**src/rtl/ehl_gpio_pkg.sv**
```systemverilog
// Shared definitions for the GPIO APB front-end: register index map,
// address-field positions, alias op codes and the transfer FSM encoding.
package ehl_gpio_pkg;

  localparam int NREG        = 11;
  localparam int REG_IDX_LSB = 4;
  localparam int OP_LSB      = 2;

  localparam logic [3:0] GDOR = 4'd0;
  localparam logic [3:0] GOER = 4'd1;
  localparam logic [3:0] GAFR = 4'd2;
  localparam logic [3:0] GPER = 4'd3;
  localparam logic [3:0] GPTR = 4'd4;
  localparam logic [3:0] GIER = 4'd5;
  localparam logic [3:0] GISR = 4'd6;
  localparam logic [3:0] GIFR = 4'd7;
  localparam logic [3:0] GDIR = 4'd8;
  localparam logic [3:0] GCMR = 4'd9;
  localparam logic [3:0] GFMR = 4'd10;

  typedef enum logic [1:0] {
    OP_BASE = 2'd0,
    OP_SET  = 2'd1,
    OP_CLR  = 2'd2,
    OP_INV  = 2'd3
  } op_e;

  typedef enum logic [2:0] {
    IDLE  = 3'd0,
    WSTB  = 3'd1,
    RSTB  = 3'd2,
    RWAIT = 3'd3,
    RESP  = 3'd4
  } state_e;

endpackage

```
**src/rtl/ehl_gpio_apb_decode.sv**
```systemverilog
// Combinational address decode: paddr/pwrite -> one-hot register select,
// alias op and an error flag for the current direction.
module ehl_gpio_apb_decode
  import ehl_gpio_pkg::*;
#(
  parameter int ADDR_W = 8
) (
  input  logic [ADDR_W-1:0] paddr,
  input  logic              pwrite,
  output logic [NREG-1:0]   reg_sel,
  output op_e               op,
  output logic              err
);

  logic [3:0] idx;
  logic       mapped;
  logic       wr_err;
  logic       unused_addr;

  assign idx         = paddr[REG_IDX_LSB +: 4];
  assign op          = op_e'(paddr[OP_LSB +: 2]);
  assign mapped      = (idx < 4'(NREG));
  // byte-lane bits and anything above the register index carry no meaning
  assign unused_addr = ^{paddr[1:0], paddr >> 8};

  // one-hot select of the addressed register slot
  always_comb begin
    reg_sel = '0;
    for (int i = 0; i < NREG; i++) begin
      reg_sel[i] = (idx == 4'(i));
    end
  end

  // GDIR is read-only; GIFR only clears, so SET/INV on it are rejected
  always_comb begin
    wr_err = !mapped || (idx == GDIR) ||
             ((idx == GIFR) && ((op == OP_SET) || (op == OP_INV)));
    err    = pwrite ? wr_err : !mapped;
  end

endmodule

```
**src/rtl/ehl_gpio_apb_if.sv**
```systemverilog
// APB slave front-end for the GPIO core. Turns APB transfers into one-cycle
// write/set/clr/inv/read strobes and returns core data with wait states that
// match the core read latency. All outputs come straight from flops.
// Optional build macro: EHL_GPIO_APB_PROT_EN (unprivileged writes rejected).
//
//   state | meaning
//   IDLE  | waiting for an APB access phase
//   WSTB  | write strobe out, pready/pslverr returned
//   RSTB  | read strobe out, first read cycle
//   RWAIT | read strobe held while registered core data settles
//   RESP  | captured read data returned with pready
module ehl_gpio_apb_if
  import ehl_gpio_pkg::*;
#(
  parameter int WIDTH        = 32,
  parameter int READ_LATENCY = 0,
  parameter int ADDR_W       = 8
) (
  input  logic              clk,
  input  logic              reset,
  input  logic              psel,
  input  logic              penable,
  input  logic              pwrite,
  input  logic [ADDR_W-1:0] paddr,
  input  logic [31:0]       pwdata,
  input  logic [2:0]        pprot,
  output logic [31:0]       prdata,
  output logic              pready,
  output logic              pslverr,
  input  logic [WIDTH-1:0]  data_out,
  output logic [WIDTH-1:0]  data_in,
  output logic              write_gdor, write_goer, write_gafr, write_gper,
  output logic              write_gptr, write_gier, write_gisr, write_gcmr,
  output logic              write_gfmr,
  output logic [WIDTH-1:0]  set_gdor, set_goer, set_gafr, set_gper, set_gptr,
  output logic [WIDTH-1:0]  set_gier, set_gisr, set_gcmr, set_gfmr,
  output logic [WIDTH-1:0]  clr_gdor, clr_goer, clr_gafr, clr_gper, clr_gptr,
  output logic [WIDTH-1:0]  clr_gier, clr_gisr, clr_gcmr, clr_gfmr, clr_gifr,
  output logic [WIDTH-1:0]  inv_gdor, inv_goer, inv_gafr, inv_gper, inv_gptr,
  output logic [WIDTH-1:0]  inv_gier, inv_gisr, inv_gcmr, inv_gfmr,
  output logic              read_gdor, read_goer, read_gafr, read_gper,
  output logic              read_gptr, read_gier, read_gisr, read_gifr,
  output logic              read_gdir, read_gcmr, read_gfmr
);

  state_e            state_q, state_d;
  logic              cnt_q, cnt_d;
  logic              rerr_q, rerr_d;
  logic [31:0]       prdata_q, prdata_d;
  logic              pready_q, pready_d;
  logic              pslverr_q, pslverr_d;
  logic [WIDTH-1:0]  data_in_q, data_in_d;
  logic [NREG-1:0]   wr_q, wr_d;
  logic [NREG-1:0]   rd_q, rd_d;
  logic [WIDTH-1:0]  set_q [NREG];
  logic [WIDTH-1:0]  set_d [NREG];
  logic [WIDTH-1:0]  clr_q [NREG];
  logic [WIDTH-1:0]  clr_d [NREG];
  logic [WIDTH-1:0]  inv_q [NREG];
  logic [WIDTH-1:0]  inv_d [NREG];

  logic [NREG-1:0]   dec_sel;
  op_e               dec_op;
  logic              dec_err;
  logic              prot_err;
  logic [WIDTH-1:0]  wdata;
  logic              unused_in;
  logic              unused_q;

  ehl_gpio_apb_decode #(.ADDR_W(ADDR_W)) u_decode (
    .paddr   (paddr),
    .pwrite  (pwrite),
    .reg_sel (dec_sel),
    .op      (dec_op),
    .err     (dec_err)
  );

  assign wdata = pwdata[WIDTH-1:0];

`ifdef EHL_GPIO_APB_PROT_EN
  assign prot_err = pwrite && !pprot[0];
`else
  assign prot_err = 1'b0;
`endif

  // pwdata bits above WIDTH and (by default) pprot are don't-cares
  assign unused_in = ^{pwdata, pprot};
  // slots with no matching core strobe port (GIFR write/set/inv, GDIR writes)
  assign unused_q  = ^{wr_q[GIFR], wr_q[GDIR], set_q[GIFR], set_q[GDIR],
                       clr_q[GDIR], inv_q[GIFR], inv_q[GDIR]};

  // next state and next value of every registered output
  always_comb begin
    state_d   = state_q;
    cnt_d     = cnt_q;
    rerr_d    = rerr_q;
    prdata_d  = prdata_q;
    pready_d  = 1'b0;
    pslverr_d = 1'b0;
    data_in_d = '0;
    wr_d      = '0;
    rd_d      = '0;
    for (int i = 0; i < NREG; i++) begin
      set_d[i] = '0;
      clr_d[i] = '0;
      inv_d[i] = '0;
    end

    case (state_q)
      IDLE: begin
        if (psel && penable) begin
          if (pwrite) begin
            state_d  = WSTB;
            pready_d = 1'b1;
            if (dec_err || prot_err) begin
              pslverr_d = 1'b1;
            end else begin
              case (dec_op)
                OP_BASE: begin
                  // base write of GIFR is write-1-to-clear
                  if (dec_sel[GIFR]) begin
                    clr_d[GIFR] = wdata;
                  end else begin
                    wr_d      = dec_sel;
                    data_in_d = wdata;
                  end
                end
                OP_SET: begin
                  for (int i = 0; i < NREG; i++)
                    if (dec_sel[i]) set_d[i] = wdata;
                end
                OP_CLR: begin
                  for (int i = 0; i < NREG; i++)
                    if (dec_sel[i]) clr_d[i] = wdata;
                end
                default: begin
                  for (int i = 0; i < NREG; i++)
                    if (dec_sel[i]) inv_d[i] = wdata;
                end
              endcase
            end
          end else begin
            state_d = RSTB;
            cnt_d   = 1'(READ_LATENCY);
            rerr_d  = dec_err;
            if (!dec_err) rd_d = dec_sel;
          end
        end
      end
      WSTB: state_d = IDLE;
      RSTB, RWAIT: begin
        if (cnt_q == 1'b0) begin
          state_d   = RESP;
          pready_d  = psel;
          pslverr_d = psel && rerr_q;
          prdata_d  = '0;
          if (!rerr_q) prdata_d[WIDTH-1:0] = data_out;
        end else begin
          state_d = RWAIT;
          cnt_d   = cnt_q - 1'b1;
          rd_d    = rd_q;
        end
      end
      RESP: state_d = IDLE;
      default: state_d = IDLE;
    endcase
  end

  // state and output registers; reset drops any pending strobe
  always_ff @(posedge clk) begin
    if (reset) begin
      state_q   <= IDLE;
      cnt_q     <= 1'b0;
      rerr_q    <= 1'b0;
      prdata_q  <= '0;
      pready_q  <= 1'b0;
      pslverr_q <= 1'b0;
      data_in_q <= '0;
      wr_q      <= '0;
      rd_q      <= '0;
      for (int i = 0; i < NREG; i++) begin
        set_q[i] <= '0;
        clr_q[i] <= '0;
        inv_q[i] <= '0;
      end
    end else begin
      state_q   <= state_d;
      cnt_q     <= cnt_d;
      rerr_q    <= rerr_d;
      prdata_q  <= prdata_d;
      pready_q  <= pready_d;
      pslverr_q <= pslverr_d;
      data_in_q <= data_in_d;
      wr_q      <= wr_d;
      rd_q      <= rd_d;
      for (int i = 0; i < NREG; i++) begin
        set_q[i] <= set_d[i];
        clr_q[i] <= clr_d[i];
        inv_q[i] <= inv_d[i];
      end
    end
  end

  assign prdata  = prdata_q;
  assign pready  = pready_q;
  assign pslverr = pslverr_q;
  assign data_in = data_in_q;

  assign write_gdor = wr_q[GDOR];
  assign write_goer = wr_q[GOER];
  assign write_gafr = wr_q[GAFR];
  assign write_gper = wr_q[GPER];
  assign write_gptr = wr_q[GPTR];
  assign write_gier = wr_q[GIER];
  assign write_gisr = wr_q[GISR];
  assign write_gcmr = wr_q[GCMR];
  assign write_gfmr = wr_q[GFMR];

  assign set_gdor = set_q[GDOR];
  assign set_goer = set_q[GOER];
  assign set_gafr = set_q[GAFR];
  assign set_gper = set_q[GPER];
  assign set_gptr = set_q[GPTR];
  assign set_gier = set_q[GIER];
  assign set_gisr = set_q[GISR];
  assign set_gcmr = set_q[GCMR];
  assign set_gfmr = set_q[GFMR];

  assign clr_gdor = clr_q[GDOR];
  assign clr_goer = clr_q[GOER];
  assign clr_gafr = clr_q[GAFR];
  assign clr_gper = clr_q[GPER];
  assign clr_gptr = clr_q[GPTR];
  assign clr_gier = clr_q[GIER];
  assign clr_gisr = clr_q[GISR];
  assign clr_gcmr = clr_q[GCMR];
  assign clr_gfmr = clr_q[GFMR];
  assign clr_gifr = clr_q[GIFR];

  assign inv_gdor = inv_q[GDOR];
  assign inv_goer = inv_q[GOER];
  assign inv_gafr = inv_q[GAFR];
  assign inv_gper = inv_q[GPER];
  assign inv_gptr = inv_q[GPTR];
  assign inv_gier = inv_q[GIER];
  assign inv_gisr = inv_q[GISR];
  assign inv_gcmr = inv_q[GCMR];
  assign inv_gfmr = inv_q[GFMR];

  assign read_gdor = rd_q[GDOR];
  assign read_goer = rd_q[GOER];
  assign read_gafr = rd_q[GAFR];
  assign read_gper = rd_q[GPER];
  assign read_gptr = rd_q[GPTR];
  assign read_gier = rd_q[GIER];
  assign read_gisr = rd_q[GISR];
  assign read_gifr = rd_q[GIFR];
  assign read_gdir = rd_q[GDIR];
  assign read_gcmr = rd_q[GCMR];
  assign read_gfmr = rd_q[GFMR];

endmodule

```
**config.mk**
```make
export PLATFORM = sky130hd
export DESIGN_NAME = ehl_gpio_apb_if
export DESIGN_NICKNAME = d
export VERILOG_FILES = /design/src/rtl/ehl_gpio_pkg.sv /design/src/rtl/ehl_gpio_apb_decode.sv /design/src/rtl/ehl_gpio_apb_if.sv
export SDC_FILE = /design/constraint.sdc
export NUM_CORES = 1
export LEC_CHECK = 0
export ABC_CLOCK_PERIOD_IN_PS = 2400
export CORE_AREA = 2 2 415 417
export CTS_CLUSTER_SIZE = 20
export DETAILED_ROUTE_END_ITERATION = 8
export DIE_AREA = 0 0 417 419
export PLACE_DENSITY = 0.46
export SLEW_MARGIN = 20
export SYNTH_ARGS = -nofsm -noshare
export SYNTH_HDL_FRONTEND = slang
export SYNTH_SLANG_ARGS = --single-unit
export TNS_END_PERCENT = 1
```
**constraint.sdc**
```tcl
create_clock -name clk -period 2.4 [get_ports clk]
set_input_delay 0.6 -clock clk [delete_from_list [all_inputs] [get_ports clk]]
set_output_delay 0.6 -clock clk [all_outputs]
set_load 0.01 [all_outputs]
```
* Yosys cells after proc, flatten, opt, wreduce, memory -nomap -nowiden
Memories as Yosys holds them, arrays and structs flattened.
Cells that the tools add are included.
** Word-level totals
- Logic and storage cells :: 176
- Memory bits (writable) :: 1056
- Input bits :: 80
- Memories :: 3
- Bits in read-only memories :: 0
- Latch bits :: 0
- Register bits after elaboration :: 92
- Output and inout port bits :: 982
** Memories
- clr_q :: depth 11, width 32, rd ports 10, clocked after Yosys merged registers in 0, wr ports 11, line ehl_gpio_apb_if.sv:57 : logic [WIDTH-1:0] clr_q [NREG];
- inv_q :: depth 11, width 32, rd ports 9, clocked after Yosys merged registers in 0, wr ports 11, line ehl_gpio_apb_if.sv:59 : logic [WIDTH-1:0] inv_q [NREG];
- set_q :: depth 11, width 32, rd ports 9, clocked after Yosys merged registers in 0, wr ports 11, line ehl_gpio_apb_if.sv:55 : logic [WIDTH-1:0] set_q [NREG];
** Operators by class
- Eq/ne operators :: 18
- Multipliers :: 0
- Bitwise logic cells :: 38
- $lt $le $gt $ge :: 1
- Div/mod/pow operators :: 0
- Multiplexer cells :: 88
- Shifts and indexed selects :: 0
- Add/sub/neg operators :: 1
- Reduce and logical (&&, ||, !) cells :: 18
** Operator list (number)
- 352-bit two-way mux :: 14
- 32-bit two-way mux :: 46
- 224-bit two-way mux :: 1
- 96-bit two-way mux :: 1
- 11-bit two-way mux :: 4
- 1-bit OR :: 33
- 11-bit case mux with 2 select lines :: 1
- 4-bit by 3-bit == test with 1-bit output, second input constant :: 4
- 1-bit two-way mux :: 14
- 4-bit == test, second input constant :: 3
- 4-bit by 2-bit == test with 1-bit output, second input constant :: 2
- 7-bit OR reduction :: 1
- 3-bit by 2-bit == test with 1-bit output, second input constant :: 2
- 3-bit two-way mux :: 2
- 2-bit inequality test, second input constant :: 3
- 1-bit case mux with 2 select lines :: 3
- 3-bit case mux with 2 select lines :: 1
- 3-bit AND reduction :: 2
- 1-bit NOT :: 5
- 2-bit == test, second input constant :: 2
- 4-bit by 1-bit == test with 1-bit output, second input constant :: 1
- 4-bit zero test :: 1
- 4-bit less-than comparator, second input constant :: 1
- 2-bit OR reduction :: 2
- 11 further kinds :: 15

* Logic depth before layout (Yosys ltp)
- Depth in word-level cells :: 10
- Depth in mapped cells :: 7
- Mapped depth without buffers :: 4

* Hierarchy
Synthesis repeated with hierarchy kept, for this count alone.
** Unflattened totals
- Cells, all modules :: 2284
- Area total of the unflattened synthesis :: 25162.9 µm²
** By module, submodules not included
- ehl_gpio_apb_if :: times used 1, cells each 2262, seq. area each 19738.9 µm², area each 25040.3 µm²
- ehl_gpio_apb_decode :: times used 1, cells each 22, seq. area each 0.0 µm², area each 122.6 µm²

* Least setup slack after synthesis
OpenSTA, ideal clock, no wires.
- Path kind :: input -> register
- From :: input paddr[7]
- To :: memory set_q[0][31]
- Arrival :: 1.888 ns
- Library setup time :: 0.065 ns
- Path buffers :: 2
- Stages on the path :: 6
- Setup slack :: 0.447 ns
- Data required time :: 2.335 ns
- Cells stage by stage :: clkbuf_1 nor2_1 clkbuf_1 nand2_1 or4_4 nor2_1
** RTL lines
- start, declared :: line ehl_gpio_apb_if.sv:24 : input logic [ADDR_W-1:0] paddr,
- end, declared :: line ehl_gpio_apb_if.sv:55

==> results.ini <==
[power_and_ir_drop]
intPower_mw = 27.1
vdd_drop_max_mv = 0.557
p_clk_frac = 0.498
comb_power_share = 0.035
leakage_nw = 16.5
powerDensity_nw_per_um2 = 769
sequentialPowerShare = 0.467
switchingPower_mw = 8.01
swShare = 0.228

[clock_tree]
htree_levels = 3
cts.clk_slew.worst_paths_ns = 0.06
root_buffer = clkbuf_16
postCtsSetupRepairBufs = 0
clock_path_buffers = 3
cts_buffers = 106
cts_tree = yes
clock-sinks = 986
clkLatencyLatePin_ns = 0.74

[yosys]
syn_nets = 2499
ys_seq_area_frac = 0.748
yosys_register_bits = 986
ys_warn_count = 0
synth.distinct_cells = 43
syn_area_per_cell_sq_um = 10.9
synth.cell_area_sq_um = 26400
postSynthCellCount = 2419

[setup_path]
crit_fanout = 1
crit_slowest_cell = clkdlybuf4s50_1
crit_path_cell_trace = clkdlybuf4s50_1
rr_startpoint = state_q[1]
r2r_end = clr_q[10][26]
worst-setup-path-type = reg2out
crit_path_end_kind = output port
reg2reg_depth = 8
crit_path_max_incr_delay_ns = 0.58
r2r_slack_ns = 0.46
critPathBufInv = 1
arrival_ns = 1.71
start_kind = flip-flop
required_ns = 1.80
path_delay_family = buffers and inverters

[finish]
layout-drive-gt1-share = 0.152
area_growth_pct = 72.9
final_cell_area_sq_um = 45600
final_cells = 6022
final_util = 0.267
final_common_cell = clkdlybuf4s50_1
fillerInstances = 18000
layout.nets = 3773
most-common-layout-cells = clkdlybuf4s50_1, dfxtp_1, nor2_1, buf_4, and2_1

[hold_path]
hp-class = in2reg
min_from = paddr[5]
min_path_cells = 5
min_to = rd_q[0]

[route]
drt-vias-per-instance = 3.57
wl_per_cell_um = 23.5
firstDrtPassIters = 5
vias = 21500
drc = 0
drt_iter0_drc = 1141
wl_um = 141000
drtAntennaViolNets = 0

[place]
place.detailed.hpwl_um = 111000
port_buffers = 1056
placed_cells = 5818
placed_area_sq_um = 41900
gp_congestion = 0.857

[grt]
grt_use_total = 0.155
grt_pass1_wl_um = 185000
grt_max_degree = 38
gr-total-overflow = 0
grt_pass1_vias = 21300
grt_antenna_before_repair = 14

[timing]
holdWs_ns = 0.391
slew_headroom = 0.610
drv_slew = 0
worstMarginPinSlew_ns = 0.579
period_share = 0.964
clock.fmax_mhz = 432
period_minus_slack_ns = 2.31
finalHoldViolations = 0
rsz0062_at_grt = no
finClkSkew_ns = 0.0450
setup_viol = 0

[floorplan]
dieArea_sq_um = 175000
pin_count = 1062
die_w_um = 417
start_util = 0.155
rows = 152
die_h_um = 419
core-area_sq_um = 171000

[outcome]
outcome = finished, final reports clean

[flow_run]
drv_cap = 0

==> through the flow <==
step | setup TNS (ns) | power, mW | setup WS [ns]
after CTS | 0 | 35.6 | 0.00429
after global placement | -54.57 | 18.0 | -0.270
final | 0 | 35.1 | 0.0856
after detailed placement | -58.24 | 18.0 | -0.263
after floorplan | 0 | 17.1 | 0.447
after global routing | 0 | 36.3 | 0.0191
==> sequential cells by signal, summed over array words and instances, names as in the netlist, 3 cells and up <==
signal	count
set_q	288
inv_q	288
clr_q	320
data_in	32
state_q	3
rd_q	11
wr_q	9
prdata	32
==> worst register-to-register path: stages, from the launching register on <==
cell and delay [ns]:
dfxtp_1 0.38, nor4b_4 0.27, buf_4 0.18, nand2_8 0.08, buf_12 0.15, or3_1 0.38, buf_4 0.18, buf_4 0.17
nor2_1 0.08
==> cells by family (layout without fill, tap and decap cells) <==
kind of cell	Yosys count	in the layout	share of synthesized area
buf+inv	182	1545	0.0298
flops	986	986	0.748
compound gates	44	44	0.0131
simple gates	1207	1207	0.209
other cells	0	7	0
==> synthesized netlist by cell type, drive strengths merged <==
cell type | count | area (sq um)
dfxtp | 986 | 19700
nor2 | 733 | 2760
clkbuf | 128 | 484
and2 | 113 | 707
nor3 | 112 | 561
or2 | 73 | 457
nand2 | 69 | 269
buf | 50 | 287
a22o | 32 | 280
nand3 | 31 | 170
nand2b | 27 | 169
nor4 | 12 | 150
or3 | 11 | 68.8
nor2b | 8 | 50.1
a21oi | 5 | 25.0
nand4 | 5 | 31.3
inv | 4 | 15.0
o21ai | 4 | 20.0
or4 | 3 | 30.0
nand4b | 2 | 17.5
nor3b | 2 | 20.0
nor4b | 2 | 32.5
a21o | 1 | 7.51
a31oi | 1 | 6.26
and3b | 1 | 8.76
nand3b | 1 | 7.51
o21a | 1 | 7.51
or2b | 1 | 7.51
or3b | 1 | 8.76
==> per-layer routing <==
layer | up-vias | part of all wire | global-route usage
li1 | 10100 | - | -
met1 | 10400 | 0.39 | 0.175
met2 | 802 | 0.51 | 0.278
met3 | 201 | 0.067 | 0.0419
met4 | 0 | 0.035 | 0.0583
met5 | - | 0 | 0
==> power by group through the flow <==
stage	registers, mW	logic [mW]	clock network [mW]
after floorplan	16.8	0.355	0
after global placement	16.8	1.24	0
after detailed placement	16.8	1.24	0
after CTS	16.4	1.24	17.9
after global routing	16.4	1.28	18.6
final	16.4	1.21	17.5
==> timing repair <==
item / 4_1_cts / 5_1_grt
resized for setup: 17 / 0
hold endpoints to repair: 0 / 0
setup endpoints to repair: 17 / 0
hold buffers: 0 / 0
==> final cells by class <==
type | count | area [sq um] | share of cell area
antenna | 7 | 17.5 | 0.000384
tap | 2233 | 2790 | 0.0612
clock buffer | 156 | 3150 | 0.0691
clock inverter | 41 | 599 | 0.0131
multi-input combinational | 1251 | 5940 | 0.130
timing repair buffer | 1344 | 13400 | 0.293
sequential | 986 | 19700 | 0.433
inverter | 4 | 15.0 | 0.000329
==> worst max path at each step <==
stage / start / end / cells past startpoint
6_report: inv_q[10][27] / inv_gfmr[27] / 1
5_1_grt: prdata[2] / prdata[2] / 1
4_1_cts: inv_q[10][27] / inv_gfmr[27] / 1
3_5_place_dp: paddr[3] / set_q[6][14] / 7
3_3_place_gp: paddr[4] / inv_q[9][12] / 9
2_1_floorplan: paddr[7] / set_q[0][31] / 6
(Power assumes the default switching activity.)
